File: src/rtl/mem_stage_if.sv
// RAPID RV32I shared types and the data-memory bus between the MEM stage
// and the data memory.
package rapid_pkg;

    localparam int XLEN = 32;

    typedef struct packed {
        logic [4:0] rd;
        logic       wb_en;
        logic       mem;
        logic       iop;
        logic [2:0] fcs_opcode;
    } control_s;

endpackage

interface mem_stage_if;
    import rapid_pkg::*;

    logic            req;
    logic            we;
    logic [XLEN-1:0] addr;
    logic [XLEN-1:0] wdata;
    logic [3:0]      wstrb;
    logic            ack;
    logic [XLEN-1:0] rdata;

    modport master (
        output req, we, addr, wdata, wstrb,
        input  ack, rdata
    );

    modport slave (
        input  req, we, addr, wdata, wstrb,
        output ack, rdata
    );

endinterface

File: src/rtl/mem_stage.sv
// RAPID RV32I memory-access stage: byte-lane aligned loads/stores,
// load extension, and pass-through of non-memory results to WB.
module mem_stage
    import rapid_pkg::*;
(
    input  logic            i_clk,
    input  logic            i_reset,
    input  logic            i_ex_done,
    input  control_s        i_control_signal,
    input  logic [XLEN-1:0] i_rd_output,
    input  logic [XLEN-1:0] i_store_data,
    output logic            o_ready,
    mem_stage_if.master     dmem,
    output logic            o_valid,
    output control_s        o_control_signal,
    output logic [XLEN-1:0] o_wb_data,
    output logic            o_fault,
    input  logic            i_wb_ready,
    output logic [1:0]      o_current_state
);

    typedef enum logic [1:0] {
        MEM_IDLE = 2'd0,
        MEM_REQ  = 2'd1,
        MEM_RESP = 2'd2
    } state_t;

    state_t          r_state;
    control_s        r_ctrl;
    logic [1:0]      r_off;
    logic            r_req;
    logic            r_we;
    logic [XLEN-1:0] r_addr;
    logic [XLEN-1:0] r_wdata;
    logic [3:0]      r_wstrb;
    logic            r_valid;
    logic [XLEN-1:0] r_wb_data;
    logic            r_fault;

    logic [2:0]      w_fcs;
    logic [1:0]      w_lo;
    logic            w_legal;
    logic            w_misal;
    logic [XLEN-1:0] w_st_wdata;
    logic [3:0]      w_st_wstrb;
    logic [XLEN-1:0] w_shifted;
    logic [XLEN-1:0] w_ld_data;

    assign w_fcs = i_control_signal.fcs_opcode;
    assign w_lo  = i_rd_output[1:0];

    always_comb begin
        if (i_control_signal.iop)
            w_legal = w_fcs inside {3'b000, 3'b001, 3'b010};
        else
            w_legal = w_fcs inside {3'b000, 3'b001, 3'b010,
                                    3'b100, 3'b101};
    end

    // fcs[1:0] encodes the access size for every legal opcode
    assign w_misal = ((w_fcs[1:0] == 2'b01) && w_lo[0])
                   || ((w_fcs[1:0] == 2'b10) && (w_lo != 2'b00));

    always_comb begin
        w_st_wdata = i_store_data;
        w_st_wstrb = 4'b1111;
        case (w_fcs[1:0])
            2'b00: begin
                w_st_wdata = {4{i_store_data[7:0]}};
                w_st_wstrb = 4'b0001 << w_lo;
            end
            2'b01: begin
                w_st_wdata = {2{i_store_data[15:0]}};
                w_st_wstrb = w_lo[1] ? 4'b1100 : 4'b0011;
            end
            default: begin
                w_st_wdata = i_store_data;
                w_st_wstrb = 4'b1111;
            end
        endcase
    end

    assign w_shifted = dmem.rdata >> {r_off, 3'b000};

    always_comb begin
        w_ld_data = '0;
        case (r_ctrl.fcs_opcode)
            3'b000:  w_ld_data = {{24{w_shifted[7]}}, w_shifted[7:0]};
            3'b001:  w_ld_data = {{16{w_shifted[15]}}, w_shifted[15:0]};
            3'b010:  w_ld_data = dmem.rdata;
            3'b100:  w_ld_data = {24'd0, w_shifted[7:0]};
            3'b101:  w_ld_data = {16'd0, w_shifted[15:0]};
            default: w_ld_data = '0;
        endcase
    end

    always_ff @(posedge i_clk) begin
        if (i_reset) begin
            r_state   <= MEM_IDLE;
            r_ctrl    <= '0;
            r_off     <= '0;
            r_req     <= 1'b0;
            r_we      <= 1'b0;
            r_addr    <= '0;
            r_wdata   <= '0;
            r_wstrb   <= '0;
            r_valid   <= 1'b0;
            r_wb_data <= '0;
            r_fault   <= 1'b0;
        end else begin
            unique case (r_state)
                MEM_IDLE: begin
                    if (i_ex_done) begin
                        r_ctrl <= i_control_signal;
                        r_off  <= w_lo;
                        if (!i_control_signal.mem) begin
                            r_wb_data <= i_rd_output;
                            r_fault   <= 1'b0;
                            r_valid   <= 1'b1;
                            r_state   <= MEM_RESP;
                        end else if (w_legal && !w_misal) begin
                            r_req   <= 1'b1;
                            r_we    <= i_control_signal.iop;
                            r_addr  <= {i_rd_output[XLEN-1:2], 2'b00};
                            r_wdata <= i_control_signal.iop ? w_st_wdata : '0;
                            r_wstrb <= i_control_signal.iop ? w_st_wstrb : 4'b0000;
                            r_fault <= 1'b0;
                            r_state <= MEM_REQ;
                        end else begin
                            r_fault   <= 1'b1;
                            r_wb_data <= '0;
                            r_valid   <= 1'b1;
                            r_state   <= MEM_RESP;
                        end
                    end
                end
                MEM_REQ: begin
                    if (dmem.ack) begin
                        r_req     <= 1'b0;
                        r_valid   <= 1'b1;
                        r_wb_data <= r_ctrl.iop ? '0 : w_ld_data;
                        r_state   <= MEM_RESP;
                    end
                end
                MEM_RESP: begin
                    if (i_wb_ready) begin
                        r_valid <= 1'b0;
                        r_fault <= 1'b0;
                        r_state <= MEM_IDLE;
                    end
                end
                default: r_state <= MEM_IDLE;
            endcase
        end
    end

    assign o_ready          = (r_state == MEM_IDLE);
    assign o_current_state  = r_state;
    assign o_valid          = r_valid;
    assign o_control_signal = r_ctrl;
    assign o_wb_data        = r_wb_data;
    assign o_fault          = r_fault;
    assign dmem.req         = r_req;
    assign dmem.we          = r_we;
    assign dmem.addr        = r_addr;
    assign dmem.wdata       = r_wdata;
    assign dmem.wstrb       = r_wstrb;

endmodule

File: src/flat_wrapper.sv
// flat-port wrapper written by rule: the top's interface ports become plain ports
module mem_stage_flat import rapid_pkg::*;
  (i_clk, i_reset, i_ex_done, i_control_signal, i_rd_output, i_store_data, o_ready, o_valid, o_control_signal, o_wb_data, o_fault, i_wb_ready, o_current_state, dmem_req, dmem_we, dmem_addr, dmem_wdata, dmem_wstrb, dmem_ack, dmem_rdata);
  mem_stage_if dmem_i ();
  input  logic i_clk;
  input  logic i_reset;
  input  logic i_ex_done;
  input  control_s i_control_signal;
  input  logic [XLEN-1:0] i_rd_output;
  input  logic [XLEN-1:0] i_store_data;
  output logic o_ready;
  output logic o_valid;
  output control_s o_control_signal;
  output logic [XLEN-1:0] o_wb_data;
  output logic o_fault;
  input  logic i_wb_ready;
  output logic [1:0] o_current_state;
  output wire logic [$bits(dmem_i.req)-1:0] dmem_req;
  output wire logic [$bits(dmem_i.we)-1:0] dmem_we;
  output wire logic [$bits(dmem_i.addr)-1:0] dmem_addr;
  output wire logic [$bits(dmem_i.wdata)-1:0] dmem_wdata;
  output wire logic [$bits(dmem_i.wstrb)-1:0] dmem_wstrb;
  input wire logic [$bits(dmem_i.ack)-1:0] dmem_ack;
  input wire logic [$bits(dmem_i.rdata)-1:0] dmem_rdata;
  assign dmem_req = dmem_i.req;
  assign dmem_we = dmem_i.we;
  assign dmem_addr = dmem_i.addr;
  assign dmem_wdata = dmem_i.wdata;
  assign dmem_wstrb = dmem_i.wstrb;
  assign dmem_i.ack = dmem_ack;
  assign dmem_i.rdata = dmem_rdata;
  mem_stage u_core (.i_clk(i_clk), .i_reset(i_reset), .i_ex_done(i_ex_done), .i_control_signal(i_control_signal), .i_rd_output(i_rd_output), .i_store_data(i_store_data), .o_ready(o_ready), .dmem(dmem_i), .o_valid(o_valid), .o_control_signal(o_control_signal), .o_wb_data(o_wb_data), .o_fault(o_fault), .i_wb_ready(i_wb_ready), .o_current_state(o_current_state));
endmodule
File: config.mk
export PLATFORM = sky130hd
export DESIGN_NAME = mem_stage_flat
export DESIGN_NICKNAME = d
export VERILOG_FILES = /design/src/rtl/mem_stage_if.sv /design/src/rtl/mem_stage.sv /design/src/flat_wrapper.sv
export SDC_FILE = /design/constraint.sdc
export NUM_CORES = 1
export LEC_CHECK = 0
export CORE_ASPECT_RATIO = 0.7
export CORE_MARGIN = 3
export CORE_UTILIZATION = 35
export CTS_CLUSTER_SIZE = 12
export DETAILED_ROUTE_END_ITERATION = 6
export PLACE_DENSITY = 0.79
export SLEW_MARGIN = 0
export SYNTH_ARGS = -nofsm -noshare
export SYNTH_HDL_FRONTEND = slang
export SYNTH_SLANG_ARGS = --single-unit
File: constraint.sdc
create_clock -name i_clk -period 2.1 [get_ports i_clk]
set_input_delay 0.63 -clock i_clk [delete_from_list [all_inputs] [get_ports i_clk]]
set_output_delay 0.63 -clock i_clk [all_outputs]
set_load 0.05 [all_outputs]
Yosys cells after proc, flatten, opt, wreduce, memory -nomap -nowiden

Index checks and enable logic that the tools add are counted.

$mul: 0
Shift-type cells: 2
Multiplexer cells: 34
Add/subtract/negate cells: 0
$lt $le $gt $ge: 0
Bitwise logic cells: 0
Reductions and logical operators: 22
Equal/unequal tests: 18
Div/mod/pow operators: 0

Operator list:

| operator                                                               | number |
|---|---|
| 32-bit two-way mux                                                     | 6 |
| 32-bit one-hot mux with 5 select lines                                 | 1 |
| 32-bit one-hot mux with 2 select lines                                 | 2 |
| 32-bit by 5-bit right shift with 16-bit output                         | 1 |
| 1-bit two-way mux                                                      | 13 |
| 3-bit equality test (second input constant)                            | 4 |
| 2-bit two-way mux                                                      | 5 |
| 5-bit AND reduction                                                    | 2 |
| 4-bit two-way mux                                                      | 2 |
| 2-bit inequality test (second input constant)                          | 4 |
| 4-bit one-hot mux with 2 select lines                                  | 1 |
| 4-bit AND reduction                                                    | 2 |
| 3-bit by 1-bit equality test with 1-bit output (second input constant) | 2 |
| 3-bit by 2-bit equality test with 1-bit output (second input constant) | 2 |
| 3-bit logical NOT                                                      | 2 |
| 2-bit one-hot mux with 3 select lines                                  | 1 |
| 3-bit AND reduction                                                    | 2 |
| 2-bit nonzero test                                                     | 3 |
| 3-bit nonzero test                                                     | 2 |
| 5-bit nonzero test                                                     | 1 |
| 2-bit by 1-bit equality test with 1-bit output (second input constant) | 2 |
| 2-bit equality test (second input constant)                            | 2 |
| 2-bit logical NOT                                                      | 2 |
| 1-bit one-hot mux with 2 select lines                                  | 2 |
| 8 further kinds                                                        | 10 |

ROM bits: 0
Logic and storage cells: 91
Output and inout bits: 118
Bits in writable memories: 0
Input port bits: 112
Latch bits: 0
Register bits: 117
Memories kept: 0

Longest topological paths before layout

Gate-level depths: netlist (run 1).

Word-level depth: 9
Depth in mapped cells: 9
Gate-level depth less buffers: 6

Worst setup path after synthesis (run 1)

No wires, ideal clock.

Path type: reg2reg
Start: reg u_core.r_state[0] (netlist: u_core.o_current_state[0])
End: reg u_core.r_addr[29] (netlist: u_core.dmem.addr[29])
Period minus slack after synthesis: 2.648 ns
Setup time: 0.070 ns
Arrival time: 2.578 ns
Stages on the path, launching flop included: 10
Slack: -0.548 ns
Buffers on the path: 3
Data required time: 2.030 ns
Cell sequence: dfxtp_1 -> inv_1 -> ha_1 -> clkbuf_1 -> and2_1 -> o211ai_1 -> clkbuf_1 -> clkbuf_1 -> nand2_1 -> a21oi_1

Word-level cells in the longest chain between the ends: 2

Ends and longest elaborated chain:

| element                              | RTL line           | RTL |
|---|---|---|
| start: declaration                   | mem_stage.sv:28    | `state_t r_state;` |
| start signal: assignment             | mem_stage.sv:99    | `r_state <= MEM_IDLE;` |
| start signal: assignment             | mem_stage.sv:120   | `r_state <= MEM_RESP;` |
| start signal: assignment             | mem_stage.sv:128   | `r_state <= MEM_REQ;` |
| 2-bit logical NOT                    | -                  |  |
| named net o_ready                    | flat_wrapper.sv:11 | `output logic o_ready;` |
| 4-bit AND reduction (no source line) | -                  |  |
| end signal: assignment               | mem_stage.sv:124   | `r_addr <= {i_rd_output[XLEN-1:2], 2'b00};` |
| end: declaration                     | mem_stage.sv:33    | `logic [XLEN-1:0] r_addr;` |

The timed path passes the listed nets, and every way through them passes these cells.
A chain may end at the register's enable or synchronous reset.

Worst setup path after layout (run 1)

Start: in i_rd_output[1]
End: reg u_core.r_wdata[1] (netlist: u_core.dmem.wdata[1])

Word-level cells in the longest chain between the ends: 6

Ends and longest elaborated chain:

| element                              | RTL line          | RTL |
|---|---|---|
| start: declaration                   | flat_wrapper.sv:9 | `input logic [XLEN-1:0] i_rd_output;` |
| 2-bit nonzero test                   | mem_stage.sv:62   | `\|\| ((w_fcs[1:0] == 2'b10) && (w_lo != 2'b00));` |
| 1-bit logical AND                    | mem_stage.sv:62   |  |
| 1-bit logical OR                     | mem_stage.sv:62   |  |
| 1-bit logical NOT                    | mem_stage.sv:121  | `end else if (w_legal && !w_misal) begin` |
| 1-bit logical AND                    | mem_stage.sv:121  |  |
| 4-bit AND reduction (no source line) | -                 |  |
| end signal: assignment               | mem_stage.sv:125  | `r_wdata <= i_control_signal.iop ? w_st_wdata : '0;` |
| end: declaration                     | mem_stage.sv:34   | `logic [XLEN-1:0] r_wdata;` |

Every way passes these cells.

==> flow_metrics.py, run 1 <==
metrics = {
    "run_status": {
        "run_status": "finished clean",
    },
    "cts": {
        "clock_tree_from_tritoncts": "built",
        "count_of_hold_buffers_inserted_by_post_cts_repair": 0,
        "cts_max_path_buffers": 2,
        "clk_pin_slew_ps": 50,
        "cts_inserted_buffers": 17,
        "cts.htree.levels": 4,
        "tritoncts_num_sinks": 117,
        "library_cell_used_as_clock_root_buffer": "clkbuf_16",
        "insertion_delay_ps": 410,
    },
    "timing": {
        "setup_viol": 0,
        "pins_over_their_slew_limit": 0,
        "period_utilization_post_route_pct": 96.2,
        "worst_hold_slack_ps": 451,
        "clock-skew-final_ps": 9.89,
        "report.final.hold_viol_count": 0,
        "min_period_ps": 2020,
        "max_clock_freq_mhz": 495,
        "rsz0062_at_grt": "false",
        "tightestPinTransition_ps": 647,
        "timing.slew.headroom_pct": 56.7,
    },
    "synthesis": {
        "dominantRegCellSynth": "dfxtp_1",
        "synthTopCellsByCount": "nand2_1, dfxtp_1, a21oi_1",
        "syn_area_per_cell_um2": 8.11,
        "post-synth-top-area-cell": "dfxtp_1",
        "post_synth_main_area_contributors": "dfxtp_1, a21oi_1, nand2_1",
        "synth_largest_type_area_fraction_pct": 40.6,
        "flip_flop_and_latch_count_after_synthesis": 117,
        "yosys.area_share.adder_pct": 0.651,
        "synthDistinctLibCells": 51,
        "synth_xor_xnor_area_share_pct": 0.152,
        "post-synth-top-count-cell": "nand2_1",
        "synth_edf_count": 0,
        "synth-simple-area-share_pct": 20.0,
        "muxShareOfSynthArea_pct": 6.25,
        "synth_top_family_by_area": "compound AO/OA/AOI/OAI gates",
        "synth-warning-count": 0,
        "synth_seq_area_share_pct": 40.6,
        "syn_area_um2": 5770,
        "synth_compound_gate_area_share_pct": 26.6,
        "synth-async-reset-ratio_pct": 0,
        "post_synthesis_instance_total": 711,
    },
    "die": {
        "row_count": 38,
        "io_pins": 230,
        "design.die.area_um2": 18100,
        "die_height_um": 113,
        "initial_utilization_pct": 36.4,
        "placeableCoreArea_um2": 15800,
        "die_width_um": 159,
    },
    "flow_run": {
        "max_cap_viol_count": 0,
    },
    "setup_path": {
        "largest_fanout_on_the_critical_path": 7,
        "worst_ep_arrival_time_ps": 2350,
        "worst-endpoint-required_ps": 2430,
        "crit_type": "input pin to flip-flop",
        "rrSetupSlack_ps": 110,
        "crit_path_start_kind": "input pin",
        "reg2reg_depth": 4,
        "setup.worst_path.end_class": "flip-flop",
    },
    "detailed_routing": {
        "antenna_left": 0,
        "via_count": 6553,
        "totalWireLength_um": 23700,
        "drc_errors": 0,
        "via_per_inst": 5.47,
        "drt-initial-drc-count": 778,
        "avgRoutedWirePerCell_um": 19.8,
        "drt_first_pass_iters": 5,
    },
    "global_routing": {
        "first_pass_grt_wire_length_um": 35800,
        "largest_net_degree_at_the_start_of_global_routing": 58,
        "grt_pass1_vias": 5981,
        "global_route.usage.met3_pct": 7.55,
        "grt_use_total_pct": 25.3,
        "grt_busiest_layer": "met1",
        "globalRouteMet2Util_pct": 35.4,
        "grt_remaining_overflow": 0,
        "globalRouteMet1Util_pct": 37.5,
        "grt_antenna_before_repair": 0,
    },
    "place": {
        "routabilityCongestion": 0.969,
        "io_buffers": 227,
        "place_hpwl_um": 17700,
    },
    "worst_hold_path": {
        "min_path_type": "flip-flop to flip-flop",
        "holdPathStages": 2,
    },
    "cells_and_area": {
        "fin_util_pct": 58.1,
        "antenna_cells_inserted": 0,
        "drive_above_1_share_pct": 24.6,
        "final_nets": 1082,
        "syn_to_final_growth_pct": 59.4,
    },
    "pwr": {
        "power_density_nw_per_um2": 889,
        "p_leak_nw": 3.60,
        "power.ir.vdd_worst_mv": 0.572,
    },
}
area by class of cell:
type	instances	area, µm²
clock buffers	20	447
clock inverters	10	180
fillers	1410	6640
inverters	6	22.5
multi-input cells	518	3160
flip-flops and latches	117	2340
well taps	220	275
repair buffers	307	2770
flip-flops by register name, summed over array words and instances (netlist names):
signal,count
u_core.dmem.addr,30
u_core.dmem.req,1
u_core.dmem.wdata,32
u_core.dmem.we,1
u_core.dmem.wstrb,4
u_core.o_control_signal,11
u_core.o_current_state,2
u_core.o_fault,1
u_core.o_valid,1
u_core.o_wb_data,32
u_core.r_off,2
cell usage in the layout, fill, tap and decap left out, types with 7 or more instances in the layout:
master and instances:
o221ai_1 9, a21boi_0 7, a211oi_1 7, o21ai_0 26, nand3b_1 16, a32oi_1 16
o31ai_1 8, nand3_1 25, nor2b_1 12, nand4_1 9, a311oi_1 25, a21oi_1 103
mux2i_1 36, nand2_1 135, a31o_1 10, nor3_1 14, nor2_1 9, clkdlybuf4s50_1 104
a221oi_1 8, buf_4 178, buf_12 11, dfxtp_1 115, clkbuf_16 17
power by group:
group          internal (mW)  total, mW  switching [mW]
logic                  0.954       2.49            1.53
registers               2.40       2.53           0.126
clock network           2.12       3.16            1.04
per-layer routing:
| layer | vias to the layer above | part of all wire (%) |
|---|---|---|
| met5 | - | 0 |
| met4 | 0 | 1.7 |
| met3 | 32 | 11 |
| met2 | 335 | 42 |
| met1 | 3066 | 45 |
| li1 | 3120 | - |
worst max-delay path, stage by stage:
cell           delay (ps)
dlygate4sd2_1         290
or4_4                 560
a211oi_4              220
buf_6                 150
bufbuf_16             270
nand3_1                80
a21oi_1               150
what timing repair did:
action	in CTS	in global routing
setup buffers	4	0
cloned	2	0
gates resized for setup	11	8
setup endpoints to repair	100	84
pin swaps	3	2
logic make-up after synthesis:
family                   count (synthesis)
adder cells (fa/ha/maj)                  3
other                                    1
multiplexers                            36
XOR/XNOR                                 1
AND/OR/NAND/NOR                        242
AO/OA/AOI/OAI                          234
buffers and inverters                   77
flip-flops                             117
worst paths after layout:
check / from / end
worst min-delay path: u_core.dmem.wdata[0] / u_core.dmem.wdata[0]
worst max register to register: u_core.o_control_signal[1] / u_core.o_wb_data[1]
worst max-delay path: i_rd_output[1] / u_core.dmem.wdata[1]
worst min register to register: u_core.dmem.wdata[0] / u_core.dmem.wdata[0]
metrics by stage:
| step | setup slack (ps) | instances | instance area [µm²] | total power, mW | TNS [ps] |
|---|---|---|---|---|---|
| floorplan | 3.69 | 712 | 5810 | 4.01 | 0 |
| global placement | -541 | 1162 | 8440 | 4.98 | -45860 |
| detailed placement | -563 | 1162 | 8440 | 5.01 | -49610 |
| CTS | 15.6 | 1198 | 9160 | 8.17 | 0 |
| global route | 2.88 | 1198 | 9190 | 8.45 | 0 |
| finish | 79.6 | 1198 | 9190 | 8.17 | 0 |
(Power assumes the default switching activity.)
==> inputs of run 2 (changes only) <==
Settings changed: HOLD_SLACK_MARGIN from default to 0.15.
==> results of run 2 <==
Same layout as run 1: the final DEF is identical, and so are final timing and power.
==> inputs of run 3 (changes only) <==
Settings changed: ABC_CLOCK_PERIOD_IN_PS from default to 2100.
==> results of run 3 <==
Same layout as run 1: the final DEF is identical, and so are final timing and power.
